File: config.mk
export PLATFORM = sky130hd
export DESIGN_NAME = label_fetch_arb
export DESIGN_NICKNAME = d
export VERILOG_FILES = /design/src/rtl/label_fetch_arb_pkg.sv /design/src/rtl/label_fetch_arb_rr_arb.sv /design/src/rtl/label_fetch_arb.sv
export SDC_FILE = /design/constraint.sdc
export NUM_CORES = 1
export LEC_CHECK = 0
export BUFFER_PORTS_ARGS = -buffer_cell sky130_fd_sc_hd__clkbuf_2
export CAP_MARGIN = 15
export CORE_AREA = 8 8 414 416
export DETAILED_ROUTE_END_ITERATION = 8
export DIE_AREA = 0 0 422 424
export GPL_TIMING_DRIVEN = 0
export SLEW_MARGIN = 0
export SYNTH_ARGS = -nofsm -noshare
export SYNTH_HDL_FRONTEND = slang
export SYNTH_HIERARCHICAL = 1
export SYNTH_SLANG_ARGS = --single-unit
File: constraint.sdc
create_clock -name i_clk -period 2.7 [get_ports i_clk]
set_input_delay 0.675 -clock i_clk [delete_from_list [all_inputs] [get_ports i_clk]]
set_output_delay 0.675 -clock i_clk [all_outputs]
set_load 0.1 [all_outputs]
File: src/rtl/label_fetch_arb_pkg.sv
// label_fetch_arb_pkg
//   Shared constants, FSM state encoding and the round-robin pointer helper
//   for the label fetch arbiter and its round-robin sub-block.
//   Contents:
//     LABEL_NUM / LABEL_LEN / CHAR_W : label table geometry defaults
//     ASCII_SPACE                     : padding character skipped by trimming
//     state_t                         : IDLE / SEND / DONE
//     rr_next()                       : successor of a requester index mod n
package label_fetch_arb_pkg;

  localparam int LABEL_NUM = 16;
  localparam int LABEL_LEN = 8;
  localparam int CHAR_W    = 8;

  localparam logic [7:0] ASCII_SPACE = 8'h20;

  typedef enum logic [1:0] {
    ST_IDLE = 2'd0,
    ST_SEND = 2'd1,
    ST_DONE = 2'd2
  } state_t;

  // Next round-robin start position after requester id has been served.
  function automatic logic [2:0] rr_next(input logic [2:0] id, input int n);
    if (int'(id) + 1 >= n) return 3'd0;
    return id + 3'd1;
  endfunction

endpackage

File: src/rtl/label_fetch_arb_rr_arb.sv
// label_rr_arb
//   Combinational round-robin search over the request vector, starting at
//   rr_ptr and wrapping mod N_REQ. The first set bit found wins.
//   Ports:
//     req         in  N_REQ  request vector
//     rr_ptr      in  ID_W   search start position (always < N_REQ)
//     grant_valid out 1      at least one request is set
//     grant_id    out ID_W   index of the winning requester
module label_rr_arb
  import label_fetch_arb_pkg::*;
#(
  parameter int N_REQ = 4,
  parameter int ID_W  = 3
) (
  input  logic [N_REQ-1:0] req,
  input  logic [ID_W-1:0]  rr_ptr,
  output logic             grant_valid,
  output logic [ID_W-1:0]  grant_id
);

  // Scan from the farthest offset down to offset 0 so that the nearest set
  // bit to rr_ptr is the last one written and therefore wins.
  always_comb begin
    grant_valid = 1'b0;
    grant_id    = '0;
    for (int k = N_REQ - 1; k >= 0; k--) begin
      if (req[(int'(rr_ptr) + k) % N_REQ]) begin
        grant_valid = 1'b1;
        grant_id    = ID_W'((int'(rr_ptr) + k) % N_REQ);
      end
    end
  end

endmodule

File: src/rtl/label_fetch_arb.sv
// label_fetch_arb
//   Shares one packed label string table among N_REQ overlay requesters.
//   A round-robin winner is granted from IDLE, its label index is latched,
//   the label's characters are streamed one per valid/ready handshake, and a
//   one-cycle ack pulse is returned to the served requester.
//
//   Optional build macro: LABEL_TRIM_EN
//     When defined, trailing spaces of the granted label are not sent; an
//     all-space label goes straight from the grant to the ack cycle.
//
//   Ports:
//     i_clk        in  1                          pixel-domain clock
//     i_rst        in  1                          async active-high reset
//     i_str        in  N_LABEL*LABEL_LEN*CHAR_W   packed table, label 0 in MSBs
//     i_req        in  N_REQ                      requests, held until ack
//     i_label      in  N_REQ*4                    label index per requester
//     o_ack        out N_REQ                      one-cycle done pulse
//     o_chr_valid  out 1                          char stream valid
//     i_chr_ready  in  1                          downstream ready
//     o_chr        out CHAR_W                     ASCII code
//     o_chr_pos    out 3                          char position in label
//     o_chr_id     out 3                          requester being served
//     o_chr_last   out 1                          final char of this label
//     o_busy       out 1                          FSM not idle
module label_fetch_arb
  import label_fetch_arb_pkg::*;
#(
  parameter int N_REQ     = 4,
  parameter int N_LABEL   = label_fetch_arb_pkg::LABEL_NUM,
  parameter int LABEL_LEN = label_fetch_arb_pkg::LABEL_LEN,
  parameter int CHAR_W    = label_fetch_arb_pkg::CHAR_W
) (
  input  logic                                i_clk,
  input  logic                                i_rst,
  input  logic [N_LABEL*LABEL_LEN*CHAR_W-1:0] i_str,
  input  logic [N_REQ-1:0]                    i_req,
  input  logic [N_REQ*4-1:0]                  i_label,
  output logic [N_REQ-1:0]                    o_ack,
  output logic                                o_chr_valid,
  input  logic                                i_chr_ready,
  output logic [CHAR_W-1:0]                   o_chr,
  output logic [2:0]                          o_chr_pos,
  output logic [2:0]                          o_chr_id,
  output logic                                o_chr_last,
  output logic                                o_busy
);

  localparam int ID_W  = 3;
  localparam int POS_W = 3;
  localparam int IDX_W = 4;
  localparam int LBL_W = LABEL_LEN * CHAR_W;

  state_t             state;
  logic [ID_W-1:0]    rr_ptr;
  logic [ID_W-1:0]    win_id;
  logic [POS_W-1:0]   pos;
  logic [IDX_W-1:0]   lbl_idx;
  logic [POS_W-1:0]   last_pos;

  logic               grant_valid;
  logic [ID_W-1:0]    grant_id;
  logic [IDX_W-1:0]   grant_idx;
  logic [POS_W-1:0]   grant_last;
  logic               grant_empty;

  logic               send;
  logic [LBL_W-1:0]   cur_word;
  logic [CHAR_W-1:0]  cur_chr;

  // Label k sits at the (N_LABEL-1-k)-th slot counting from the LSB end.
  function automatic logic [LBL_W-1:0] label_word(
    input logic [N_LABEL*LBL_W-1:0] tbl,
    input logic [IDX_W-1:0]         idx
  );
    return tbl[(N_LABEL - 1 - int'(idx)) * LBL_W +: LBL_W];
  endfunction

  // Out-of-table indices fall back to label 0.
  function automatic logic [IDX_W-1:0] clamp_idx(input logic [IDX_W-1:0] raw);
    return (int'(raw) >= N_LABEL) ? '0 : raw;
  endfunction

`ifdef LABEL_TRIM_EN
  // Returns {empty, last}: last is the rightmost non-space position, empty
  // flags an all-space label.
  function automatic logic [POS_W:0] trim_scan(input logic [LBL_W-1:0] w);
    logic             empty;
    logic [POS_W-1:0] last;
    empty = 1'b1;
    last  = '0;
    for (int j = 0; j < LABEL_LEN; j++) begin
      if (w[(LABEL_LEN - 1 - j) * CHAR_W +: CHAR_W] != CHAR_W'(ASCII_SPACE)) begin
        empty = 1'b0;
        last  = POS_W'(j);
      end
    end
    return {empty, last};
  endfunction
`endif

  label_rr_arb #(
    .N_REQ (N_REQ),
    .ID_W  (ID_W)
  ) u_rr_arb (
    .req         (i_req),
    .rr_ptr      (rr_ptr),
    .grant_valid (grant_valid),
    .grant_id    (grant_id)
  );

  // Grant-side decode: label selection and stream length of the winner.
`ifdef LABEL_TRIM_EN
  logic [LBL_W-1:0] grant_word;

  always_comb begin
    grant_idx                 = clamp_idx(i_label[int'(grant_id) * IDX_W +: IDX_W]);
    grant_word                = label_word(i_str, grant_idx);
    {grant_empty, grant_last} = trim_scan(grant_word);
  end
`else
  always_comb begin
    grant_idx   = clamp_idx(i_label[int'(grant_id) * IDX_W +: IDX_W]);
    grant_empty = 1'b0;
    grant_last  = POS_W'(LABEL_LEN - 1);
  end
`endif

  // Control: FSM, round-robin pointer, served requester and char position.
  always_ff @(posedge i_clk or posedge i_rst) begin
    if (i_rst) begin
      state  <= ST_IDLE;
      rr_ptr <= '0;
      win_id <= '0;
      pos    <= '0;
    end else begin
      case (state)
        ST_IDLE: begin
          if (grant_valid) begin
            win_id <= grant_id;
            pos    <= '0;
            state  <= grant_empty ? ST_DONE : ST_SEND;
          end
        end
        ST_SEND: begin
          if (i_chr_ready) begin
            if (pos == last_pos) state <= ST_DONE;
            else                 pos   <= pos + POS_W'(1);
          end
        end
        ST_DONE: begin
          rr_ptr <= rr_next(win_id, N_REQ);
          pos    <= '0;
          state  <= ST_IDLE;
        end
        default: state <= ST_IDLE;
      endcase
    end
  end

  // Grant capture: label index and stream length are frozen for the whole
  // transfer, so later i_label edits are ignored until IDLE.
  always_ff @(posedge i_clk) begin
    if (state == ST_IDLE && grant_valid) begin
      lbl_idx  <= grant_idx;
      last_pos <= grant_last;
    end
  end

  // Stream outputs are forced to zero outside SEND so reset and idle read 0.
  assign send     = (state == ST_SEND);
  assign cur_word = label_word(i_str, lbl_idx);
  assign cur_chr  = cur_word[(LABEL_LEN - 1 - int'(pos)) * CHAR_W +: CHAR_W];

  assign o_chr_valid = send;
  assign o_chr       = send ? cur_chr : '0;
  assign o_chr_pos   = send ? pos : '0;
  assign o_chr_id    = send ? win_id : '0;
  assign o_chr_last  = send && (pos == last_pos);
  assign o_busy      = (state != ST_IDLE);
  assign o_ack       = (state == ST_DONE) ? (N_REQ'(1) << win_id) : '0;

endmodule

Word level (Yosys, flattened, before mapping)
Index checks and enable logic that the tools add are counted.
- input bits: 1047
- bits in registers: 14
- output and inout port bits: 21
- shifts and indexed selects: 4
- equal/unequal tests: 7
- add/sub/neg operators: 8
- order comparisons: 5
- reductions and logical operators: 11
- bitwise gates (word level): 3
- muxes and demuxes: 35
- operator list (operator ; number):
    1024-bit by 11-bit variable part select with 64-bit output ; 1
    64-bit by 7-bit variable part select with 8-bit output ; 1
    3-bit 2-to-1 mux ; 9
    16-bit by 6-bit variable part select with 4-bit output ; 1
    1-bit 2-to-1 mux ; 13
    3-bit by 4-bit less-than comparator with 1-bit output, second input constant ; 3
    2-bit 2-to-1 mux ; 5
    3-bit case mux with 3 select lines ; 1
    1-bit binary-select mux with 2-bit select ; 4
    8-bit 2-to-1 mux ; 1
    2-bit inequality test, second input constant ; 3
    2-bit OR reduction ; 3
    4-bit by 4-bit subtractor with 5-bit output, first input constant ; 1
    2-bit by 1-bit adder with 2-bit output, second input constant ; 2
    2-bit adder, second input constant ; 2
    3-bit by 1-bit adder with 4-bit output, second input constant ; 1
    4-bit by 3-bit greater-or-equal comparator with 1-bit output, second input constant ; 1
    4-bit 2-to-1 mux ; 1
    2-bit case mux with 2 select lines ; 1
    4-bit AND reduction ; 1
    1-bit by 3-bit << shifter with 4-bit output, first input constant ; 1
    3-bit by 3-bit subtractor with 4-bit output, first input constant ; 1
    3-bit by 1-bit adder with 3-bit output, second input constant ; 1
    1-bit bitwise AND, first input constant ; 3
    11 further kinds ; 12

Logic depth before layout (Yosys ltp)
Gate-level depths: netlist of the first run.
- depth in word-level cells: 12
- gate-level depth with buffers: 9
- depth with buffers taken out: 6

Cells and area by module
The synthesis of the first run kept the hierarchy.
- by module, submodules not included (module ; area each (µm²) ; instances ; cells each):
    label_fetch_arb ; 9095.0 ; 1 ; 654
    label_rr_arb ; 88.8 ; 1 ; 15

Least setup slack after synthesis of the first run
No wires, ideal clock.
- path kind: reg-to-output
- start: reg lbl_idx[1]
- end: out o_chr[6]
- data arrival time: 3.121 ns
- setup slack: -1.096 ns
- required time: 2.025 ns
- stages on the path, launching flop included: 10
- cell sequence: edfxtp_1 buf_6 buf_6 buf_4 buf_4 mux4_2 mux2i_1 a221oi_1 a22oi_1 o22ai_1
- word-level cells in the longest chain between the ends: 4
- ends and longest elaborated chain (what ; RTL line ; source):
    start, declared ; label_fetch_arb.sv:57 ; logic [IDX_W-1:0] lbl_idx;
    start signal, assigned ; label_fetch_arb.sv:164 ; lbl_idx <= grant_idx;
    4-bit by 4-bit subtractor with 5-bit output ; label_fetch_arb.sv:75 ; return tbl[(N_LABEL - 1 - int'(idx)) * LBL_W +: LBL_W];
    1024-bit by 11-bit variable part select with 64-bit output ; label_fetch_arb.sv:75 ;
    64-bit by 7-bit variable part select with 8-bit output ; label_fetch_arb.sv:172 ; assign cur_chr = cur_word[(LABEL_LEN - 1 - int'(pos)) * CHAR_W +: CHAR_W];
    8-bit 2-to-1 mux ; label_fetch_arb.sv:175 ; assign o_chr = send ? cur_chr : '0;
    end, declared ; label_fetch_arb.sv:41 ; output logic [CHAR_W-1:0] o_chr,
No other way between the ends.

Worst setup path in the final report of the first run
- start: reg lbl_idx[1]
- end: out o_chr[7]
Same word-level chain as after synthesis.

==> flow_summary.toml, run 1 <==
[final_layout]
mostFrequentLayoutCell = "sky130_fd_sc_hd__clkbuf_2"
layout.cell_area.non_filler_um2 = 20500
drive_gt1_share_pct = 92.0
finalNetCount = 2842
layout.cells.most_common_list = "sky130_fd_sc_hd__clkbuf_2 (1061), sky130_fd_sc_hd__mux4_2 (260), sky130_fd_sc_hd__buf_4 (49)"
layout.core_utilization_pct = 12.4
syn2layout_area_growth_pct = 124

[sta]
timing.fmax_mhz = 264
timing_max_transition_violations_final = 0
timing.clock.skew_ns = 0.000886
ratio_of_final_minimum_period_to_clock_period_pct = 140
worst_pin_slew_ns = 0.996
fin_hold_ws_ns = 0.380
setup-violations-final = 9
hold_violation_total_from_the_final_report = 0
period_minus_slack_ns = 3.78
rsz_0062_raised_after_global_routing = "true"
relSlewSlack_pct = 33.6
setup_ws_ns = -1.08

[die]
floorplan_die_width_um = 422
die_height_um = 424
placement_rows = 149
ios = 1068
core_um2 = 164000
die-area_um2 = 179000
starting_density_of_the_core_pct = 5.57

[placed_design]
detailed_place.area_um2 = 17500
pre_cts_slack_ns = -2.91
port_buffers = 1067
gp_routability_congestion = 1.07
detailed_place_hpwl_um = 154000

[clocking]
tritoncts = "yes"
ctsRootBufferMaster = "sky130_fd_sc_hd__clkbuf_16"
clkSlewWorstSetupHoldPaths_ns = 0.05
cts_buffers = 3
cts.htree.levels = 1
clock_path_buffers = 2
clock-sinks = 14
post_cts_hold_buffer_count = 0
worstSkewPairLatency_ns = 0.25

[worst_setup_path]
critical_path.startpoint = "lbl_idx[1]$_DFFE_PP_"
cp_cell_sequence = "buf_8 > buf_12 > buf_16 > mux4_2 > a221oi_4 > o21ai_4 > a22oi_2 > o22ai_4 > clkbuf_16"
worst_ep_required_time_ns = 2.03
element_type_at_the_critical_path_start = "flip-flop"
rr_startpoint = "rr_ptr[1]$_DFFE_PP0P_"
cp_data_arrival_time_ns = 3.11
critical-path-slowest-cell = "sky130_fd_sc_hd__mux4_2"
cp_peak_stage_delay_ns = 0.62
timing_worst_setup_path_type = "flip-flop to primary output"
timing.critical_path.to_type = "primary output"
cp_max_fanout = 11

[global_routing]
grt_pass1_vias = 14800
grt_antenna_before_repair = 184
grt_start_max_net_pins = 11
grt.overflow.total = 0
globalRouteTotalUtil_pct = 17.6
grt_pass1_wl_um = 199000

[synthesis]
synth_area_um2 = 9150
synth.net_count = 1721
synthCells = 667
synthesis.area_per_instance_um2 = 13.7
yosysWarnings = 6

[power]
design_power_total_mw = 11.8
pwr_density_cell_nw_per_um2 = 575
power_leakage_nw = 8.49
irDropWorstVdd_uv = 584

[routing]
antenna_violating_nets_post_route = 0
vias_per_cell = 3.65
first_iteration_detailed_routing_drc_count = 1592
drcViolationCount = 0
totalWireLength_um = 169000
wire_per_inst_um = 42.1
detail_route.first_pass.iterations = 5
via_count = 14700

[run_status]
failed_checks = "negative setup slack"
status = "finished with violations"

[min_path]
min_path_type = "input port to asynchronous set/reset pin"

[run]
max-cap-violations = 0
[critical path: cells and delay by family (launching register included)]
family	cells	cell delay, ns
multiplexers	1	0.62
AO/OA/AOI/OAI	4	1.00
flip-flops	1	0.36
buffers and inverters	4	0.79
[final cells by class]
class	instances	area, um^2
sequential	14	370
tap	2189	2740
antenna	47	118
timing repair buffer	1117	6040
buffer	95	1270
clock buffer	4	88.8
multi-input combinational	546	9790
fill	18800	144000
inverter	11	46.3
[worst paths after layout]
kind	to	slack (ns)	cells after the start
max	o_chr[7]	-1.08	9
min	rr_ptr[0]$_DFFE_PP0P_	0.38	2
max reg2reg	lbl_idx[2]$_DFFE_PP_	0.32	5
min reg2reg	state[0]$_DFFE_PP0P_	0.50	1
max in group asynchronous	state[0]$_DFFE_PP0P_	2.05	2
min in group i_clk	state[0]$_DFFE_PP0P_	0.50	1
[layer usage]
layer	track usage, %	share of wire [%]	up-vias
met5	0.591	0.45	-
met4	2.22	2.2	108
met3	7.44	9.8	349
met2	30.1	48	1394
met1	21.1	40	7373
li1	-	-	5447
[where the power goes]
part	switching [mW]	internal, mW
sequential	0.0680	0.281
combinational	7.02	4.08
clock	0.0956	0.225
total	7.19	4.59
[through the flow]
| stage | instances | TNS [ns] |
|---|---|---|
| 6_report | 4023 | -8.51 |
| 5_1_grt | 3993 | -9.08 |
| 4_1_cts | 3942 | -8.95 |
| 3_5_place_dp | 3928 | -22.20 |
| 3_3_place_gp | 3923 | -25.01 |
| 2_1_floorplan | 667 | -4.05 |
[sequential cells by signal, summed over array words and instances (netlist names)]
name and flops:
lbl_idx 4, pos 3, rr_ptr 2, state 2, win_id 3
[repair_timing]
action / in CTS / in global routing
setup buffers: 11 / 31
endpoints found under the setup margin: 10 / 16
gates resized for setup: 395 / 67
pin swaps: 12 / 20
cloned: 0 / 3
No activity file was read; power rests on OpenSTA's default activity.
==> inputs of run 2 (changes only) <==
==> constraint.sdc (replaced) <==
create_clock -name i_clk -period 2.7 [get_ports i_clk]
set_input_delay 0 -clock i_clk [delete_from_list [all_inputs] [get_ports i_clk]]
set_output_delay 0 -clock i_clk [all_outputs]
set_load 0.1 [all_outputs]
==> run 2 against run 1 <==
  * The flow still finishes with violations (negative setup slack)
  * Setup slack improved by 0.58 ns
  * Via count rose by 4.1%
  * Non-clock buffer count fell by 10
  * Die area did not move
  * Combinational power fell by 9%
  * Routed wire length rose by 7.1%
  * Total power fell by 8.9%
  * Count of clock-buffer cells in the layout fell by 1
  * Cell area fell by 2.9%
  * Global-route usage rose by 1.3 points
  * Final cell count rose by 0.97%
  * Largest cell class unchanged
==> flow_summary.toml, run 2 (synthesized netlist as in run 1, its figures left out) <==
[worst_setup_path]
cp_peak_stage_delay_ns = 0.63
element_type_at_the_critical_path_start = "flip-flop"
cp_cell_sequence = "buf_6 > clkbuf_16 > buf_16 > mux4_2 > a221oi_4 > o21ai_0 > a22oi_2 > o22ai_2 > clkbuf_8"
setup.reg_to_reg.worst_slack_ns = 0.36
cp_max_fanout = 6
worst_ep_required_time_ns = 2.70
rr_startpoint = "rr_ptr[1]$_DFFE_PP0P_"
cp_data_arrival_time_ns = 3.21
timing.rr.end = "lbl_idx[2]$_DFFE_PP_"
timing_worst_setup_path_type = "flip-flop to primary output"
worst_r2r_path_depth = 6
timing.critical_path.to_type = "primary output"
critical-path-slowest-cell = "sky130_fd_sc_hd__mux4_2"

[placed_design]
detailed_place_hpwl_um = 167000
port_buffers = 1067
gp_routability_congestion = 1.04
pre_cts_slack_ns = -2.16
detailed_place.area_um2 = 17400
placed_cells = 3929

[final_layout]
mostFrequentLayoutCell = "sky130_fd_sc_hd__clkbuf_2"
finalNetCount = 2832
largest_reg_flops = 4
layout.cell_area.non_filler_um2 = 19900
syn2layout_area_growth_pct = 117
top_flop_regs = "lbl_idx: 4 flops, pos: 3 flops, win_id: 3 flops"
layout.core_utilization_pct = 12.1
finalNonFillerCells = 4062
registers.top_by_ff_count = "lbl_idx"
layout.cells.most_common_list = "sky130_fd_sc_hd__clkbuf_2 (1068), sky130_fd_sc_hd__mux4_2 (260), sky130_fd_sc_hd__buf_4 (40)"
drive_gt1_share_pct = 89.5

[min_path]
hold-path-endpoint = "state[0]$_DFFE_PP0P_"
holdCritStartpoint = "i_chr_ready"
min_path_type = "input port to flip-flop"
worstHoldPathCells = 2

[power]
irDropWorstVdd_uv = 406
pwr_density_cell_nw_per_um2 = 540
design_power_total_mw = 10.7
power_leakage_nw = 8.25

[clocking]
clkSlewWorstSetupHoldPaths_ns = 0.05
worstSkewPairLatency_ns = 0.25
tritoncts = "yes"
clock-sinks = 14
cts_buffers = 3
cts.htree.levels = 1
ctsRootBufferMaster = "sky130_fd_sc_hd__clkbuf_16"
clock_path_buffers = 2

[routing]
totalWireLength_um = 181000
antenna_violating_nets_post_route = 0
met3_length_um = 28900
drcViolationCount = 0
detail_route.first_pass.iterations = 7
top_signal_layer_used = "met5"
route.layer.met1.wl_um = 59500
wl_met2_um = 85000
via_count = 15300
vias_per_cell = 3.76
wire_per_inst_um = 44.6
first_iteration_detailed_routing_drc_count = 2184

[sta]
setup-violations-final = 8
timing.clock.skew_ns = 0.00549
setup_ws_ns = -0.506
timing_max_transition_violations_final = 0
setup_tns_ns = -3.62
hold_violation_total_from_the_final_report = 0
period_minus_slack_ns = 3.21
ratio_of_final_minimum_period_to_clock_period_pct = 119
fin_hold_ws_ns = 0.0251
relSlewSlack_pct = 15.2
worst_pin_slew_ns = 1.27
rsz_0062_raised_after_global_routing = "true"
timing.fmax_mhz = 312

[global_routing]
grt.overflow.total = 0
grt_pass1_vias = 14700
globalRouteTotalUtil_pct = 18.9
grt_antenna_before_repair = 330
grt_pass1_wl_um = 212000
grt_start_max_net_pins = 12

[run]
max-cap-violations = 0

[run_status]
status = "finished with violations"
failed_checks = "negative setup slack"

[die]
floorplan_die_width_um = 422
core_um2 = 164000
die_height_um = 424
ios = 1068
starting_density_of_the_core_pct = 5.57
die-area_um2 = 179000
placement_rows = 149
==> run 2: changes by cell type in the layout (fill, tap and decap cells not counted), moves of 7 or more <==
cell / before / now
sky130_fd_sc_hd__diode_2: 47 / 96
sky130_fd_sc_hd__o22ai_4: 7 / 0
sky130_fd_sc_hd__mux2i_2: 24 / 33
sky130_fd_sc_hd__a221oi_1: 7 / 31
sky130_fd_sc_hd__a22oi_1: 0 / 7
sky130_fd_sc_hd__o22ai_2: 1 / 8
sky130_fd_sc_hd__mux2i_1: 40 / 31
sky130_fd_sc_hd__clkbuf_2: 1061 / 1068
sky130_fd_sc_hd__a22oi_2: 15 / 8
sky130_fd_sc_hd__buf_4: 49 / 40
sky130_fd_sc_hd__a221oi_4: 38 / 20
==> run 2: area by class of cell <==
| class | count | area [um^2] |
|---|---|---|
| multi-input combinational | 546 | 9320 |
| tap | 2189 | 2740 |
| timing repair buffer | 1106 | 5960 |
| buffer | 96 | 1130 |
| inverter | 11 | 45.0 |
| antenna | 96 | 240 |
| sequential | 14 | 370 |
| fill | 18800 | 145000 |
| clock buffer | 3 | 75.1 |
| clock inverter | 1 | 3.75 |
==> run 2: per-layer routing <==
metal,vias to the layer above,GRT usage (%)
met5,-,0
met4,218,4.55
met3,590,13.9
met2,1664,31.8
met1,7344,18.8
li1,5460,-
==> run 2: worst max-delay path by stage <==
stage	startpoint	endpoint	slack, ns	depth (start not counted)
6_report	lbl_idx[1]$_DFFE_PP_	o_chr[2]	-0.51	9
5_1_grt	lbl_idx[1]$_DFFE_PP_	o_chr[5]	-0.53	10
4_1_cts	lbl_idx[1]$_DFFE_PP_	o_chr[6]	-0.52	9
3_5_place_dp	lbl_idx[0]$_DFFE_PP_	o_chr[6]	-2.16	10
3_3_place_gp	lbl_idx[2]$_DFFE_PP_	o_chr[5]	-2.27	8
2_1_floorplan	state[0]$_DFFE_PP0P_	o_ack[0]	-0.23	3
==> run 2: power breakdown <==
| group | internal [mW] | switching, mW |
|---|---|---|
| clock | 0.196 | 0.0912 |
| combinational | 3.72 | 6.38 |
| sequential | 0.281 | 0.0655 |
| total | 4.19 | 6.54 |
==> run 2: repair_timing <==
| item | CTS | global route |
|---|---|---|
| resized for setup | 332 | 46 |
| endpoints found under the setup margin | 9 | 8 |
| pin swaps | 17 | 11 |
| hold buffers | 1 | 0 |
| buffers inserted | 16 | 13 |
| endpoints found under the hold margin | 10 | 0 |
| cloned | 1 | 2 |
==> run 2: critical path, delay by kind of cell (launching register included) <==
family / cells / cell delay [ns]
buffers and inverters: 4 / 0.76
flip-flops: 1 / 0.40
AO/OA/AOI/OAI: 4 / 1.10
multiplexers: 1 / 0.63
==> inputs of run 3 (changes only) <==
--- a/config.mk
+++ b/config.mk
@@ -5,11 +5,12 @@
 export SDC_FILE = /design/constraint.sdc
 export NUM_CORES = 1
 export LEC_CHECK = 0
+export ABC_AREA = 1
 export BUFFER_PORTS_ARGS = -buffer_cell sky130_fd_sc_hd__clkbuf_2
 export CAP_MARGIN = 15
-export CORE_AREA = 8 8 414 416
+export CORE_AREA = 8 8 415 417
 export DETAILED_ROUTE_END_ITERATION = 8
-export DIE_AREA = 0 0 422 424
+export DIE_AREA = 0 0 423 425
 export GPL_TIMING_DRIVEN = 0
 export SLEW_MARGIN = 0
 export SYNTH_ARGS = -nofsm -noshare
==> run 3 against run 2 <==
  * The run still ends with negative setup slack left
  * Total power up 6.3%
  * Combinational power increased by 6%
  * Sequential cell count is the same
  * Cell area grew 22%
  * Sequential share of layout area down 0.34 points
  * Die area is 0.47% higher
==> flow_summary.toml, run 3 <==
[run_status]
status = "finished with violations"
failed_checks = "negative setup slack"

[die]
ios = 1068
die-area_um2 = 180000
core_um2 = 166000
die_height_um = 425
floorplan_die_width_um = 423
placement_rows = 150
starting_density_of_the_core_pct = 7.12

[synthesis]
synth.net_count = 3622
synth_area_um2 = 11800
yosysWarnings = 6
synthCells = 2568
synthesis.area_per_instance_um2 = 4.60

[final_layout]
finalNetCount = 4725
layout.core_utilization_pct = 14.7
drive_gt1_share_pct = 45.1
syn2layout_area_growth_pct = 106
registers.top_by_ff_count = "lbl_idx"
top_flop_regs = "lbl_idx: 4 flops, pos: 3 flops, win_id: 3 flops"
fill_cells = 19800
mostFrequentLayoutCell = "sky130_fd_sc_hd__nand2_1"
largest_reg_flops = 4
layout.cell_area.non_filler_um2 = 24300
layout.cells.most_common_list = "sky130_fd_sc_hd__nand2_1 (1263), sky130_fd_sc_hd__clkbuf_2 (1065), sky130_fd_sc_hd__nand3_1 (637)"

[sta]
hold_violation_total_from_the_final_report = 0
timing_max_transition_violations_final = 0
worst_pin_slew_ns = 1.10
setup_ws_ns = -0.220
timing.fmax_mhz = 342
ratio_of_final_minimum_period_to_clock_period_pct = 108
period_minus_slack_ns = 2.92
rsz_0062_raised_after_global_routing = "true"
timing.clock.skew_ns = 0.00116
relSlewSlack_pct = 26.6
setup_tns_ns = -1.55
setup-violations-final = 8

[clocking]
clkSlewWorstSetupHoldPaths_ns = 0.05
clock_path_buffers = 2
ctsRootBufferMaster = "sky130_fd_sc_hd__clkbuf_16"
cts.htree.levels = 1
cts_buffers = 3
worstSkewPairLatency_ns = 0.25
clock-sinks = 14
tritoncts = "yes"

[worst_setup_path]
worst_ep_required_time_ns = 2.70
element_type_at_the_critical_path_start = "flip-flop"
timing_worst_setup_path_type = "flip-flop to primary output"
cp_data_arrival_time_ns = 2.92
cp_max_fanout = 10
timing.critical_path.to_type = "primary output"

[global_routing]
grt_start_max_net_pins = 11
grt_antenna_before_repair = 160
grt_pass1_wl_um = 269000
grt_pass1_vias = 22600
globalRouteTotalUtil_pct = 23.3
grt.overflow.total = 0

[placed_design]
gp_routability_congestion = 0.973
detailed_place_hpwl_um = 193000
detailed_place.area_um2 = 20000
port_buffers = 1067

[routing]
first_iteration_detailed_routing_drc_count = 3377
via_count = 24800
antenna_violating_nets_post_route = 0
totalWireLength_um = 224000
drcViolationCount = 0
vias_per_cell = 4.17
wire_per_inst_um = 37.8
detail_route.first_pass.iterations = 6

[power]
power_leakage_nw = 12.4
pwr_density_cell_nw_per_um2 = 469
irDropWorstVdd_uv = 762

[run]
max-cap-violations = 0

[min_path]
min_path_type = "input port to flip-flop"
run 3: layout make-up:
cell class | instances | area, um^2 | area share (%)
multi-input cells | 2302 | 11900 | 49.1
repair buffers | 1097 | 6050 | 24.9
plain buffers | 224 | 2790 | 11.5
well taps | 2204 | 2760 | 11.3
flip-flops and latches | 14 | 370 | 1.52
diodes | 61 | 153 | 0.628
inverters | 28 | 144 | 0.592
clock buffers | 4 | 88.8 | 0.365
repair inverters | 1 | 11.3 | 0.0463
run 3: worst max-delay path, stage by stage (launching register included):
cell	delay, ns
sky130_fd_sc_hd__edfxtp_1	0.41
sky130_fd_sc_hd__buf_12	0.19
sky130_fd_sc_hd__inv_16	0.15
sky130_fd_sc_hd__bufbuf_16	0.31
sky130_fd_sc_hd__buf_6	0.20
sky130_fd_sc_hd__nand2_1	0.07
sky130_fd_sc_hd__nand3_1	0.19
sky130_fd_sc_hd__nand3_1	0.15
sky130_fd_sc_hd__nand2_1	0.09
sky130_fd_sc_hd__nand2_1	0.06
sky130_fd_sc_hd__nand3_2	0.14
sky130_fd_sc_hd__nand3_2	0.15
sky130_fd_sc_hd__nand2_1	0.09
sky130_fd_sc_hd__nand2_1	0.06
sky130_fd_sc_hd__nand2_2	0.09
sky130_fd_sc_hd__clkbuf_16	0.21
run 3: power breakdown:
| part | internal (mW) | leakage, nW | switching, mW |
|---|---|---|---|
| Sequential | 0.281 | 0.163 | 0.0633 |
| Clock | 0.225 | 0.0445 | 0.0937 |
| Combinational | 3.28 | 12.2 | 7.47 |
run 3: worst paths after layout:
kind | startpoint | to | slack [ns] | cells after the start
hold / removal | i_chr_ready | state[0]$_DFFE_PP0P_ | 0.02 | 4
min in group asynchronous | i_rst | win_id[2]$_DFFE_PP0P_ | 0.37 | 3
hold reg to reg | win_id[2]$_DFFE_PP0P_ | rr_ptr[0]$_DFFE_PP0P_ | 0.47 | 1
setup reg to reg | rr_ptr[0]$_DFFE_PP0P_ | lbl_idx[3]$_DFFE_PP_ | 0.30 | 12
setup / recovery | lbl_idx[0]$_DFFE_PP_ | o_chr[2] | -0.22 | 15
max in group asynchronous | i_rst | rr_ptr[1]$_DFFE_PP0P_ | 2.04 | 3
run 3: metrics by stage:
| step | hold slack (ns) | power [mW] | setup WS (ns) | cells |
|---|---|---|---|---|
| final | 0.0233 | 11.4 | -0.220 | 5935 |
| after CTS | 0.0254 | 11.5 | -0.188 | 5873 |
| after floorplan | -0.160 | 4.52 | 0.156 | 2568 |
| after detailed placement | 0.0114 | 9.14 | -1.56 | 5843 |
| after global routing | 0.0624 | 11.9 | -0.264 | 5899 |
| after global placement | 0.0162 | 9.13 | -1.62 | 5839 |
run 3: timing repair:
item | 4_1_cts | 5_1_grt
cloned | 12 | 0
gates resized for setup | 799 | 31
endpoints found under the hold margin | 10 | 0
pin swaps | 78 | 6
hold buffers | 1 | 0
buffers inserted | 13 | 1
endpoints found under the setup margin | 9 | 8
run 3: layer usage:
metal | wire length, um | GRT usage [%] | share of wire (%) | vias up
li1 | - | - | - | 10700
met1 | 83900 | 26.9 | 37 | 11600
met2 | 109000 | 41.2 | 49 | 1886
met3 | 21000 | 7.54 | 9.4 | 443
met4 | 9330 | 6.64 | 4.2 | 110
met5 | 799 | 0 | 0.36 | -
